## config.mk

```make
export PLATFORM = sky130hd
export DESIGN_NAME = uart_tx_arbiter
export DESIGN_NICKNAME = d
export VERILOG_FILES = /design/src/rtl/uart_tx_arbiter.sv
export SDC_FILE = /design/constraint.sdc
export NUM_CORES = 1
export LEC_CHECK = 0
export CORE_MARGIN = 3
export CORE_UTILIZATION = 40
export DETAILED_ROUTE_END_ITERATION = 16
export GPL_ROUTABILITY_DRIVEN = 0
export GPL_TIMING_DRIVEN = 0
export PLACE_DENSITY = 0.79
export SYNTH_ARGS = -nofsm -noshare
export SYNTH_HDL_FRONTEND = slang
export SYNTH_SLANG_ARGS = --single-unit
```

## constraint.sdc

```tcl
create_clock -name clk -period 6.5 [get_ports clk]
set_clock_uncertainty 0.05 [all_clocks]
set_input_delay 0.65 -clock clk [delete_from_list [all_inputs] [get_ports clk]]
set_output_delay 0.65 -clock clk [all_outputs]
set_load 0.02 [all_outputs]
```

## src/rtl/uart_tx_arbiter.sv

```systemverilog
// Round-robin arbiter that shares one uart_byte_tx between N_REQ byte producers.
// Optional SEND-phase watchdog is compiled in when UART_ARB_TIMEOUT_EN is defined.
//
// state | meaning
// IDLE  | sample req_valid, grant the next pending requester round-robin
// SEND  | en_send held high with a stable byte until uart_tx_done (or watchdog abort)
// GAP   | one cycle with en_send low so uart_byte_tx re-arms
module uart_tx_arbiter #(
  parameter int N_REQ       = 4,
  parameter int DATA_W      = 8,
  parameter int TIMEOUT_CYC = 600000
) (
  input  logic                       clk,
  input  logic                       rst,
  input  logic [N_REQ-1:0]           req_valid,
  input  logic [N_REQ*DATA_W-1:0]    req_data,
  output logic [N_REQ-1:0]           req_ready,
  output logic [N_REQ-1:0]           req_done,
  output logic                       uart_en_send,
  output logic [DATA_W-1:0]          uart_data_byte,
  input  logic                       uart_tx_done,
  output logic                       busy,
  output logic [$clog2(N_REQ)-1:0]   grant_id,
  output logic                       timeout_err
);

  localparam int GW = $clog2(N_REQ);

  if (N_REQ < 2 || N_REQ > 8 || TIMEOUT_CYC < 2) begin : g_param_check
    $error("uart_tx_arbiter: illegal parameter values");
  end

  typedef enum logic [1:0] {IDLE, SEND, GAP} state_t;

  state_t              state, state_nxt;
  logic [GW-1:0]       last_grant, grant_nxt;
  logic [DATA_W-1:0]   byte_nxt;
  logic                en_nxt;
  logic [N_REQ-1:0]    ready_nxt, done_nxt;
  logic                terr_nxt;
  logic [GW-1:0]       pick, idx;
  logic                pick_ok;
  logic                timeout_hit;

`ifdef UART_ARB_TIMEOUT_EN
  localparam int CW = $clog2(TIMEOUT_CYC);
  logic [CW-1:0] send_cnt;

  always_ff @(posedge clk) begin
    if (rst || state != SEND) send_cnt <= '0;
    else                      send_cnt <= send_cnt + 1'b1;
  end

  assign timeout_hit = (send_cnt == CW'(TIMEOUT_CYC - 1));
`else
  assign timeout_hit = 1'b0;
`endif

  // Scan from the farthest candidate back to last_grant+1 so the nearest one wins.
  always_comb begin
    pick    = last_grant;
    pick_ok = 1'b0;
    idx     = '0;
    for (int k = N_REQ; k >= 1; k--) begin
      idx = GW'((int'(last_grant) + k) % N_REQ);
      if (req_valid[idx]) begin
        pick    = idx;
        pick_ok = 1'b1;
      end
    end
  end

  always_comb begin
    state_nxt = state;
    grant_nxt = last_grant;
    byte_nxt  = uart_data_byte;
    en_nxt    = uart_en_send;
    ready_nxt = '0;
    done_nxt  = '0;
    terr_nxt  = 1'b0;
    unique case (state)
      IDLE: begin
        if (pick_ok) begin
          state_nxt       = SEND;
          grant_nxt       = pick;
          byte_nxt        = req_data[pick*DATA_W +: DATA_W];
          en_nxt          = 1'b1;
          ready_nxt[pick] = 1'b1;
        end
      end
      SEND: begin
        if (uart_tx_done) begin
          en_nxt               = 1'b0;
          done_nxt[last_grant] = 1'b1;
          state_nxt            = GAP;
        end else if (timeout_hit) begin
          en_nxt    = 1'b0;
          terr_nxt  = 1'b1;
          state_nxt = GAP;
        end
      end
      GAP:     state_nxt = IDLE;
      default: state_nxt = IDLE;
    endcase
  end

  always_ff @(posedge clk) begin
    if (rst) begin
      state          <= IDLE;
      last_grant     <= GW'(N_REQ - 1);
      uart_data_byte <= '0;
      uart_en_send   <= 1'b0;
      req_ready      <= '0;
      req_done       <= '0;
      timeout_err    <= 1'b0;
    end else begin
      state          <= state_nxt;
      last_grant     <= grant_nxt;
      uart_data_byte <= byte_nxt;
      uart_en_send   <= en_nxt;
      req_ready      <= ready_nxt;
      req_done       <= done_nxt;
      timeout_err    <= terr_nxt;
    end
  end

  assign busy     = (state != IDLE);
  assign grant_id = last_grant;

endmodule

```

### Yosys cells after proc, flatten, opt, wreduce, memory -nomap -nowiden

Cells that the tools add are included.

* flip-flop bits (word level): 21
* bits of input ports: 39
* logic and storage cells: 62

* $add $sub $neg: 4
* order comparisons: 8
* equal/unequal tests: 3
* shift operators: 1
* mux-type cells: 26
* bitwise gates (word level): 4
* reductions and logical operators: 10

Operators by type and width (count)
* $shiftx A32 B6 Y8: 1
* $lt A2 B3 Y1 const B: 6
* $mux W1: 12
* $mux W2: 6
* $bmux W1 S2: 4
* $reduce_or A3 Y1: 2
* $add A2 B1 Y2 const B: 2
* $add A2 B2 Y2 const B: 2
* $demux W1 S2: 2
* $ge A2 B1 Y1 const B: 2
* $ne A2 B2 Y1 const B: 2
* $not A1 Y1: 4
* $pmux W2 S2: 1
* $reduce_and A2 Y1: 2
* $reduce_bool A2 Y1: 2
* $reduce_and A3 Y1: 1
* $eq A2 B1 Y1 const B: 1
* $logic_and A1 B1 Y1: 2
* $logic_not A2 Y1: 1
* $pmux W1 S2: 1

### Logic depth before layout (Yosys ltp)

Gate-level depths: netlist of run 1.

* word-level depth: 11
* depth in mapped cells: 10
* depth with buffers taken out: 7

### Least setup slack after synthesis of run 1

No wires, ideal clock.

* path kind: flip-flop to flip-flop
* start point: register last_grant[0], in the netlist grant_id[0]
* end point: register uart_data_byte[0]
* library setup time: 0.140 ns
* arrival time: 2.466 ns
* slack: 3.844 ns
* stages on the path, launching flop included: 11
* clock period less this slack: 2.656 ns
* cell sequence: dfxtp_1 -> buf_6 -> clkinv_1 -> clkbuf_1 -> ha_1 -> mux4_2 -> nor2b_4 -> buf_2 -> a211oi_1 -> o31ai_1 -> a31oi_1

* longest elaborated chain between the ends: 8
* elaborated cells on any way between the ends: 22

Ends and longest elaborated chain
* start: declaration: RTL line 36 `logic [GW-1:0] last_grant, grant_nxt;`
* start signal: assignment: RTL line 110 `last_grant <= GW'(N_REQ - 1);`
* start signal: assignment: RTL line 118 `last_grant <= grant_nxt;`
* $add A2 B1 Y2: RTL line 65 `idx = GW'((int'(last_grant) + k) % N_REQ);`
* $bmux W1 S2: RTL line 66 `if (req_valid[idx]) begin`
* $mux W1 (implied by the code): RTL line 66
* $mux W2 / $mux W1 (equally long branches) (4 in series): RTL line 66
* $shiftx A32 B6 Y8 / $reduce_and A2 Y1 (equally long branches)
* end signal: assignment: RTL line 119 `uart_data_byte <= byte_nxt;`
* end: declaration: RTL line 20 `output logic [DATA_W-1:0] uart_data_byte,`

Parallel ways exist; a longest one is shown, timed or not. The select of a mux whose other input is x is not followed.
A chain may end at the register's enable or synchronous reset.

### Final worst setup path of run 1

* start point: register last_grant[0], in the netlist grant_id[0]
* end point: register req_ready[0]

* longest elaborated chain between the ends: 11
* elaborated cells on any way between the ends: 27

Ends and longest elaborated chain
* $add A2 B1 Y2: RTL line 65
* $bmux W1 S2: RTL line 66
* $mux W1 (implied by the code): RTL line 66
* $mux W2 (4 in series): RTL line 66
* $lt A2 B3 Y1 (implied by the code) / $ge A2 B1 Y1 (equally long branches): RTL line 88 `ready_nxt[pick] = 1'b1;`
* $logic_and A1 B1 Y1 (implied by the code): RTL line 88
* $mux W1 (implied by the code): RTL line 88
* $demux W1 S2: RTL line 88
* end signal: assignment: RTL line 121 `req_ready <= ready_nxt;`
* end: declaration: RTL line 17 `output logic [N_REQ-1:0] req_ready,`

Parallel ways exist; a longest one is shown, timed or not. The select of a mux whose other input is x is not followed.

==> results of run 1 <==
-- cell usage after synthesis, types with 2 or more instances --
cell type	number
sky130_fd_sc_hd__nand2_1	35
sky130_fd_sc_hd__dfxtp_1	21
sky130_fd_sc_hd__a21oi_1	13
sky130_fd_sc_hd__inv_1	10
sky130_fd_sc_hd__o21ai_0	9
sky130_fd_sc_hd__a211oi_1	8
sky130_fd_sc_hd__a22oi_1	8
sky130_fd_sc_hd__a31oi_1	8
sky130_fd_sc_hd__nand3_1	8
sky130_fd_sc_hd__o31ai_1	8
sky130_fd_sc_hd__clkbuf_1	7
sky130_fd_sc_hd__nor2_1	5
sky130_fd_sc_hd__and2_1	4
sky130_fd_sc_hd__ha_1	4
sky130_fd_sc_hd__nor3_1	3
sky130_fd_sc_hd__buf_2	2
sky130_fd_sc_hd__buf_6	2
sky130_fd_sc_hd__mux4_2	2
sky130_fd_sc_hd__nand2b_1	2
sky130_fd_sc_hd__o21bai_1	2
-- final timing paths --
path                       end  slack [ns]
setup / recovery  req_ready[0]        3.48
hold / removal    uart_en_send        0.41
setup reg to reg  req_ready[0]        3.48
hold reg to reg   uart_en_send        0.41
-- state kept, by name, summed over array words and instances (netlist names) --
name            cells
uart_en_send        1
uart_data_byte      8
req_ready           4
req_done            4
grant_id            2
state               2
-- per-layer routing --
| metal | wire length, um | up-vias | share of wire [%] |
|---|---|---|---|
| li1 | - | 772 | - |
| met1 | 1740 | 671 | 46 |
| met2 | 1730 | 83 | 45 |
| met3 | 281 | 6 | 7.4 |
| met4 | 63 | 0 | 1.7 |
| met5 | 0 | - | 0 |
-- cells by family after synthesis --
| group | synth area share [%] |
|---|---|
| mux | 4.70 |
| fa+ha+maj | 3.55 |
| buf+inv | 7.62 |
| flops | 29.8 |
| other cells | 0.266 |
| compound gates | 29.8 |
| xor+xnor | 0.621 |
| simple gates | 23.7 |
-- power by group through the flow --
stage	clock network, mW	logic [mW]	registers, mW
6_report	0.0603	0.440	0.173
3_5_place_dp	0	0.436	0.177
4_1_cts	0.0610	0.437	0.174
3_3_place_gp	0	0.433	0.176
2_1_floorplan	0	0.264	0.206
5_1_grt	0.0676	0.483	0.178
-- final cells by class --
| class | count | area (um2) | share of cell area, % |
|---|---|---|---|
| plain buffers | 12 | 66.3 | 3.21 |
| flip-flops and latches | 21 | 420 | 20.4 |
| well taps | 44 | 55.1 | 2.67 |
| clock buffers | 4 | 26.3 | 1.27 |
| inverters | 11 | 41.3 | 2.00 |
| repair buffers | 57 | 571 | 27.7 |
| multi-input cells | 137 | 883 | 42.8 |
-- cells in the final DEF, fill, tap and decap left out, types with 2 or more instances in the layout --
cell	instances
sky130_fd_sc_hd__clkdlybuf4s50_1	57
sky130_fd_sc_hd__nand2_1	35
sky130_fd_sc_hd__dfxtp_1	21
sky130_fd_sc_hd__a21oi_1	13
sky130_fd_sc_hd__inv_1	10
sky130_fd_sc_hd__o21ai_0	9
sky130_fd_sc_hd__clkbuf_1	8
sky130_fd_sc_hd__nand3_1	8
sky130_fd_sc_hd__a22oi_1	8
sky130_fd_sc_hd__a211oi_1	8
sky130_fd_sc_hd__o31ai_1	8
sky130_fd_sc_hd__a31oi_1	8
sky130_fd_sc_hd__nor2_1	5
sky130_fd_sc_hd__and2_1	4
sky130_fd_sc_hd__ha_1	4
sky130_fd_sc_hd__nor3_1	3
sky130_fd_sc_hd__clkbuf_4	3
sky130_fd_sc_hd__buf_6	2
sky130_fd_sc_hd__o21bai_1	2
sky130_fd_sc_hd__mux4_2	2
sky130_fd_sc_hd__nand2b_1	2
sky130_fd_sc_hd__buf_2	2
-- critical path, delay by kind of cell (launching register included) --
kind	cells	cell delay, ns
AND/OR/NAND/NOR	4	0.72
flip-flops	1	0.42
multiplexers	1	0.34
buffers and inverters	4	0.97
adder cells (fa/ha/maj)	1	0.41
-- per-stage QoR --
stage	instances	cell area [um2]
after global placement	282	2040
after global routing	286	2060
after detailed placement	282	2040
final	286	2060
after CTS	286	2060
after floorplan	181	1410
==> results.md, run 1 <==
- The number of search-and-repair iterations in the first detailed-routing pass is 4.
- In this run, post-CTS repair resized a total of 0 instances.
- The final hold violation count was 0.
- The combinational group share of total power is 65.4%.
- Global routing used 18.8% of the available tracks across all layers.
- Headroom to the max-slew limit came out at 37.4%.
- The cell depth of the worst flop-to-flop path is 10.
- The synthesized netlist contains 40 unique library cells.
- The max-cap check violation count is 0.
- Sequential cells burn 25.7% of the power.
- Across all setup checks in the final design, the least slack found is 3.48 ns.
- The final-layout fill cell count is 289.
- The analysis attributes to net switching a power of 310 uW.
- Buffers placed on the I/O ports in this run total 57.
- The DRC violation total after the first TritonRoute iteration is 99.
- The critical path endpoint category is a register.
- Setup violations remaining at the end of the flow were counted as 0.
- The measured slew at the worst slew-check pin is 0.939 ns.
- Adding up every negative setup slack in the final design gives 0 ns.
- The effective utilization at floorplan is 44.1%.
- VDD sags by at most 226 uV.
- The clock tree from TritonCTS is done.
- The post-DP HPWL is 2970 um.
- Entering global routing, the biggest net connects 12 pins.
- The number of rows created at floorplan is 20.
- The CTS root buffer is sky130_fd_sc_hd__clkbuf_4.
- In this run, synthesis produced a sequential element count of 21.
- The worst reg2reg path startpoint is grant_id[0].
- The worst hold path was traced through 2 stages.
- The total setup buffers inserted after CTS is 0.
- The share of flip-flops with an asynchronous set or reset after synthesis is 0%.
- The final count of pins violating max slew is 0.
- The net count of the finished layout is 286.
- The total I/O pin count is 60.
- The first global-routing pass estimated 6450 um of wire.
- The hold path startpoint is uart_en_send.
- The data arrival at the endpoint of the critical path is 3.17 ns.
- The number of sinks on the clock net is 21.
- sky130_fd_sc_hd__dfxtp_1 takes more of the synthesized area than any other cell.
- The clock buffer count from CTS is 3.
- 0 antenna diodes ended up in the layout.
- Global routing used 1.71% of the available met3 tracks.
- The clock network accounts for 9.0% of the total power.
- After detailed routing, the number of remaining DRC violations is 0.
- In this design, the critical path's most frequently occurring cell is sky130_fd_sc_hd__buf_6.
- The hold slack is 0.414 ns.
- The start point of the critical path is grant_id[0].
- The hold-fix buffer count after cts is 0.
- Cells with a size suffix above 1 make up 8.68% of the layout.
- The via count of the first global-routing pass came to 1,389.
- Data on the critical path is required at its endpoint by 6.64 ns.
- The worst setup slack before clock tree synthesis is 3.50 ns.
- The largest single stage delay on the critical path is 0.42 ns.
- For this run the aggregate overflow at the end of global routing stands at 0.
- In this run the static leakage power is 0.809 nW.
- The cell count after synthesis is 181.
- On the critical path, the stage with the largest delay is an instance of sky130_fd_sc_hd__dfxtp_1.
- The netlist area before placement is 1410 um2.
- The worst-skew pair later-pin latency is 0.30 ns.
- Summed over all layers, the routed wires come to 3810 um.
- Global routing consumed, on the met1 layer, 28.0% of the routing resources.
- The area of the core region is 3200 um2.
- The peak-usage layer in the global routing report is met2.
- Using the TritonRoute via totals, the vias-per-cell ratio works out to 5.36.
- The flow ran to the end, and the final reports show no timing, DRC or antenna violations.
- No sink is reached through more buffers than the 2 on the longest clock path.
- The internal power of the cells totals 364 uW.
- Measured on the finished design, the core utilization comes to 64.4%.
- The completed layout was analyzed and its total power is 674 uW.
- From left edge to right edge, the die measures 65.4 um.
- The count of flip-flops with a built-in enable after synthesis is 0.
- The overall via count from detail_route is 1,532.
- Power spread over the standard cell area amounts to 327 nW/um2.
- The sequential area share after synthesis is 29.8%.
- The top cell type's share of synthesized area is 29.8%.
- The signal on the critical path passes through buf_6 > clkinv_1 > clkbuf_1 > ha_1 > mux4_2 > nand2b_1 > buf_6 > nand3_2 > nand2_1 > nor4_1.
- After synthesis, the cell types taking the most area are sky130_fd_sc_hd__dfxtp_1 (30%), sky130_fd_sc_hd__nand2_1 (9.3%), sky130_fd_sc_hd__a21oi_1 (4.6%), sky130_fd_sc_hd__a211oi_1 (4.3%), sky130_fd_sc_hd__a22oi_1 (4.3%).
- In this run the number of H-tree levels came out at 1.
- The most used flip-flop cell after synthesis is sky130_fd_sc_hd__dfxtp_1.
- The initial antenna violation count is 0.
- The part of the cycle the worst path needs is 46.5%.
- For this run, the top clock speed supported by timing is 331 MHz.
- Setup repair after global routing left no endpoint under its margin.
- The mean instance size in the synthesized netlist is 7.80 um2.
- The synthesized net count is 224.
- The min-delay analysis places its worst path in the category register to register.
- From synthesis to final layout, the design area changed by 46.2%.
- The number of warnings issued by yosys is 0.
- STA classifies the critical path startpoint as a register.
- The net switching share of the total power is 46.0%.
- Clock-pin slew was measured on the worst setup and hold paths at 0.11 ns.
- In this run the vertical extent of the chip is 65.4 um.
- The wire length per cell is 13.3 um.
- The critical path is of the register to register type.
- In this run the worst path has a maximum fanout of 11.
- The count of nets left with antenna violations once routing finished came out at 0.
- The die covers 4280 um2.
- The time the worst path needs with I/O delays and setup is 3.02 ns.
- In the global route stage, met2 resource usage came out at 28.1%.
No activity file was read; power rests on OpenSTA's default activity.
==> run 2: changes to the inputs <==
==> constraint.sdc (replaced) <==
create_clock -name clk -period 2.9 [get_ports clk]
set_clock_uncertainty 0.05 [all_clocks]
set_input_delay 0.29 -clock clk [delete_from_list [all_inputs] [get_ports clk]]
set_output_delay 0.29 -clock clk [all_outputs]
set_load 0.02 [all_outputs]
==> run 2 against run 1 <==
  * Worst setup slack worse by 3.3 ns
  * Global-route usage hardly changed
  * Register-to-register slack worse by 3.3 ns
  * Design area is 0.55% higher
  * Sequential cell count stayed put
==> results.md, run 2 (synthesis results as in run 1) <==
- The maximum net fanout on the critical path is 11.
- The final setup slack of the worst path is 0.219 ns.
- The net count of the finished layout is 286.
- The clock tree from TritonCTS is done.
- The number of rows created at floorplan is 20.
- The largest registers in the layout are uart_data_byte (8), req_done (4), req_ready (4).
- The leakage power is 0.817 nW.
- Max-cap violations in this run came to 0.
- In this run the tightest slew margin relative to its limit is 36.3%.
- Static timing analysis puts the maximum clock frequency at 373 MHz.
- The startpoint kind of the worst setup timing path is a register.
- Leaving out fill and tap cells, the most frequent cell in the layout is sky130_fd_sc_hd__clkdlybuf4s50_1.
- The wire length per cell is 13.3 um.
- Traced cell by cell, the critical path runs through buf_6 > clkinv_2 > buf_2 > ha_1 > mux4_2 > nand2b_1 > buf_6 > a21oi_4 > o21ai_0 > a31oi_1.
- In the global route stage, met1 resource usage came out at 28.1%.
- The layout cell share with drive strength beyond 1 is 9.92%.
- In the routed design, unresolved DRC markers number 0.
- The power density of the placed cells is 732 nW/um2.
- The DRC violation total after the first TritonRoute iteration is 102.
- Setup violations remaining at the end of the flow were counted as 0.
- The number of placed instances, taps included, is 282.
- The first global-routing pass estimated 6460 um of wire.
- The clock edge transition at the registers on the reported setup and hold paths is 0.11 ns.
- The category of the most critical setup path is register to register.
- The final-layout fill cell count is 288.
- The via count of the first global-routing pass is 1,385.
- The run finished with clean final reports.
- The floorplan step set the die width to 65.4 um.
- In this run the count of I/O pins placed on the die edge is 60.
- The delay of the slowest critical-path stage is 0.42 ns.
- Data arrives at the worst endpoint at 2.87 ns.
- The part of the cycle the worst path needs is 92.5%.
- The worst-skew pair later-pin latency is 0.30 ns.
- The worst setup slack before clock tree synthesis is -0.0982 ns.
- Across the VDD grid, the largest voltage drop is 407 uV.
- The die height is 65.4 um.
- Clock tree synthesis inserted a total of 3 buffers.
- Entering global routing, the biggest net connects 12 pins.
- On the critical path the largest part of the delay comes from buffers and inverters.
- The initial utilization of the core area, before any placement, comes to 44.1%.
- During placement, the flow inserted port buffers numbering 57.
- At the end of the flow the core is filled with cells to 64.8%.
- The die covers 4280 um2.
- The final count of pins violating max slew is 0.
- For this run, the total global-route usage over all layers was measured as 18.9%.
- The area growth from synthesis to layout is 47.0%.
- The final hold violation count was 0.
- The post-route non-filler standard cell count is 286.
- The number of search-and-repair iterations in the first detailed-routing pass is 4.
- The endpoint required time on the critical path is 3.08 ns.
- The number of sinks on the clock net is 21.
- The layer flagged by global routing as most heavily used is met2.
- The top cell types in the final layout, fill and taps aside, are sky130_fd_sc_hd__clkdlybuf4s50_1 (57), sky130_fd_sc_hd__nand2_1 (35), sky130_fd_sc_hd__dfxtp_1 (21).
- The worst min-delay path class is input pin to register.
- In this design, the critical path's most frequently occurring cell is sky130_fd_sc_hd__buf_6.
- The setup slack on the worst flop-to-flop path is 0.22 ns.
- The total detailed-routing wirelength is 3810 um.
- The floorplan step defined a core boundary enclosing 3200 um2.
- Once detailed placement completed, the half-perimeter wirelength came to 2970 um.
- Using the TritonRoute via totals, the vias-per-cell ratio works out to 5.38.
- The leftover overflow at the end of global routing is 0.
- The time the worst path needs with I/O delays and setup is 2.68 ns.
- The initial antenna violation count is 0.
- The number of antenna diodes in the final layout is 0.
- For this run, global-route usage on met3 was measured as 1.54%.
- For this design, the CTS-stage hold fixing added 0 buffers.
- The cell with the biggest individual delay on the critical path is sky130_fd_sc_hd__dfxtp_1.
- The critical path endpoint category is a register.
- The met2 track demand over resource in global routing is 28.4%.
- The register with the highest flop count is uart_data_byte.
- For the pin with the worst max-slew slack, the measured transition is 0.956 ns.
- CTS built an H-tree with a depth of 1.
- The number of flip-flops under the largest register name is 8.
- Setup repair after global routing left no endpoint under its margin.
- The total setup buffers inserted after CTS is 0.
- The count of nets left with antenna violations after detail routing is 0.
- Together, buffers and inverters on the worst path number 4.
- The overall via count from detail_route is 1,539.
- The clock tree buffer depth is 2.
- CTS placed an instance of sky130_fd_sc_hd__clkbuf_4 at the clock tree root.
run 2: changes by cell type in the layout (fill, tap and decap cells not counted):
cell / delta
sky130_fd_sc_hd__nor4_2: +1
sky130_fd_sc_hd__clkbuf_1: -1
sky130_fd_sc_hd__clkbuf_4: +1
sky130_fd_sc_hd__clkinv_2: +1
sky130_fd_sc_hd__nor4_1: -1
sky130_fd_sc_hd__clkinv_1: -1
run 2: timing repair:
item / CTS / global route
setup endpoints to repair: 11 / 9
gates resized for setup: 2 / 3
endpoints found under the hold margin: 0 / 0
pin swaps: 0 / 0
run 2: path summary, 6_finish.rpt:
check	depth (start not counted)	endpoint	startpoint
hold reg to reg	2	uart_en_send	uart_en_send
setup / recovery	10	uart_data_byte[5]	grant_id[0]
hold / removal	2	state[1]	rst
setup reg to reg	10	uart_data_byte[5]	grant_id[0]
run 2: power by group:
group | leakage (nW) | switching [mW] | internal (mW)
combinational | 0.629 | 0.578 | 0.419
clock | 0.0150 | 0.0809 | 0.0536
sequential | 0.173 | 0.0392 | 0.349
run 2: routing by layer:
metal  vias to the layer above  routed length, um
li1                        772                  -
met1                       686               1710
met2                        75               1750
met5                         -                  0
met3                         6                288
met4                         0                 65
run 2: cell type report:
cell class                 instances  area [um2]  area share (%)
buffer                            12        70.1            3.38
clock buffer                       4        26.3            1.27
inverter                          11        42.5            2.05
multi-input combinational        137         890            42.9
sequential                        21         420            20.3
tap                               44        55.1            2.65
timing repair buffer              57         571            27.5
run 2: through the flow:
stage	TNS [ns]	instance area, um2	hold slack, ns	total power [mW]
CTS	0	2070	0.419	1.51
global placement	-0.259	2040	0.399	1.36
finish	0	2070	0.413	1.52
floorplan	0	1410	0.404	1.05
global route	0	2070	0.437	1.64
detailed placement	-0.298	2040	0.404	1.37
run 2: worst register-to-register path: cells and delay by family, from the launching register on:
kind / cells / cell delay (ns)
compound gates: 3 / 0.55
fa+ha+maj: 1 / 0.35
buf+inv: 4 / 0.73
flops: 1 / 0.42
mux: 1 / 0.34
simple gates: 1 / 0.18
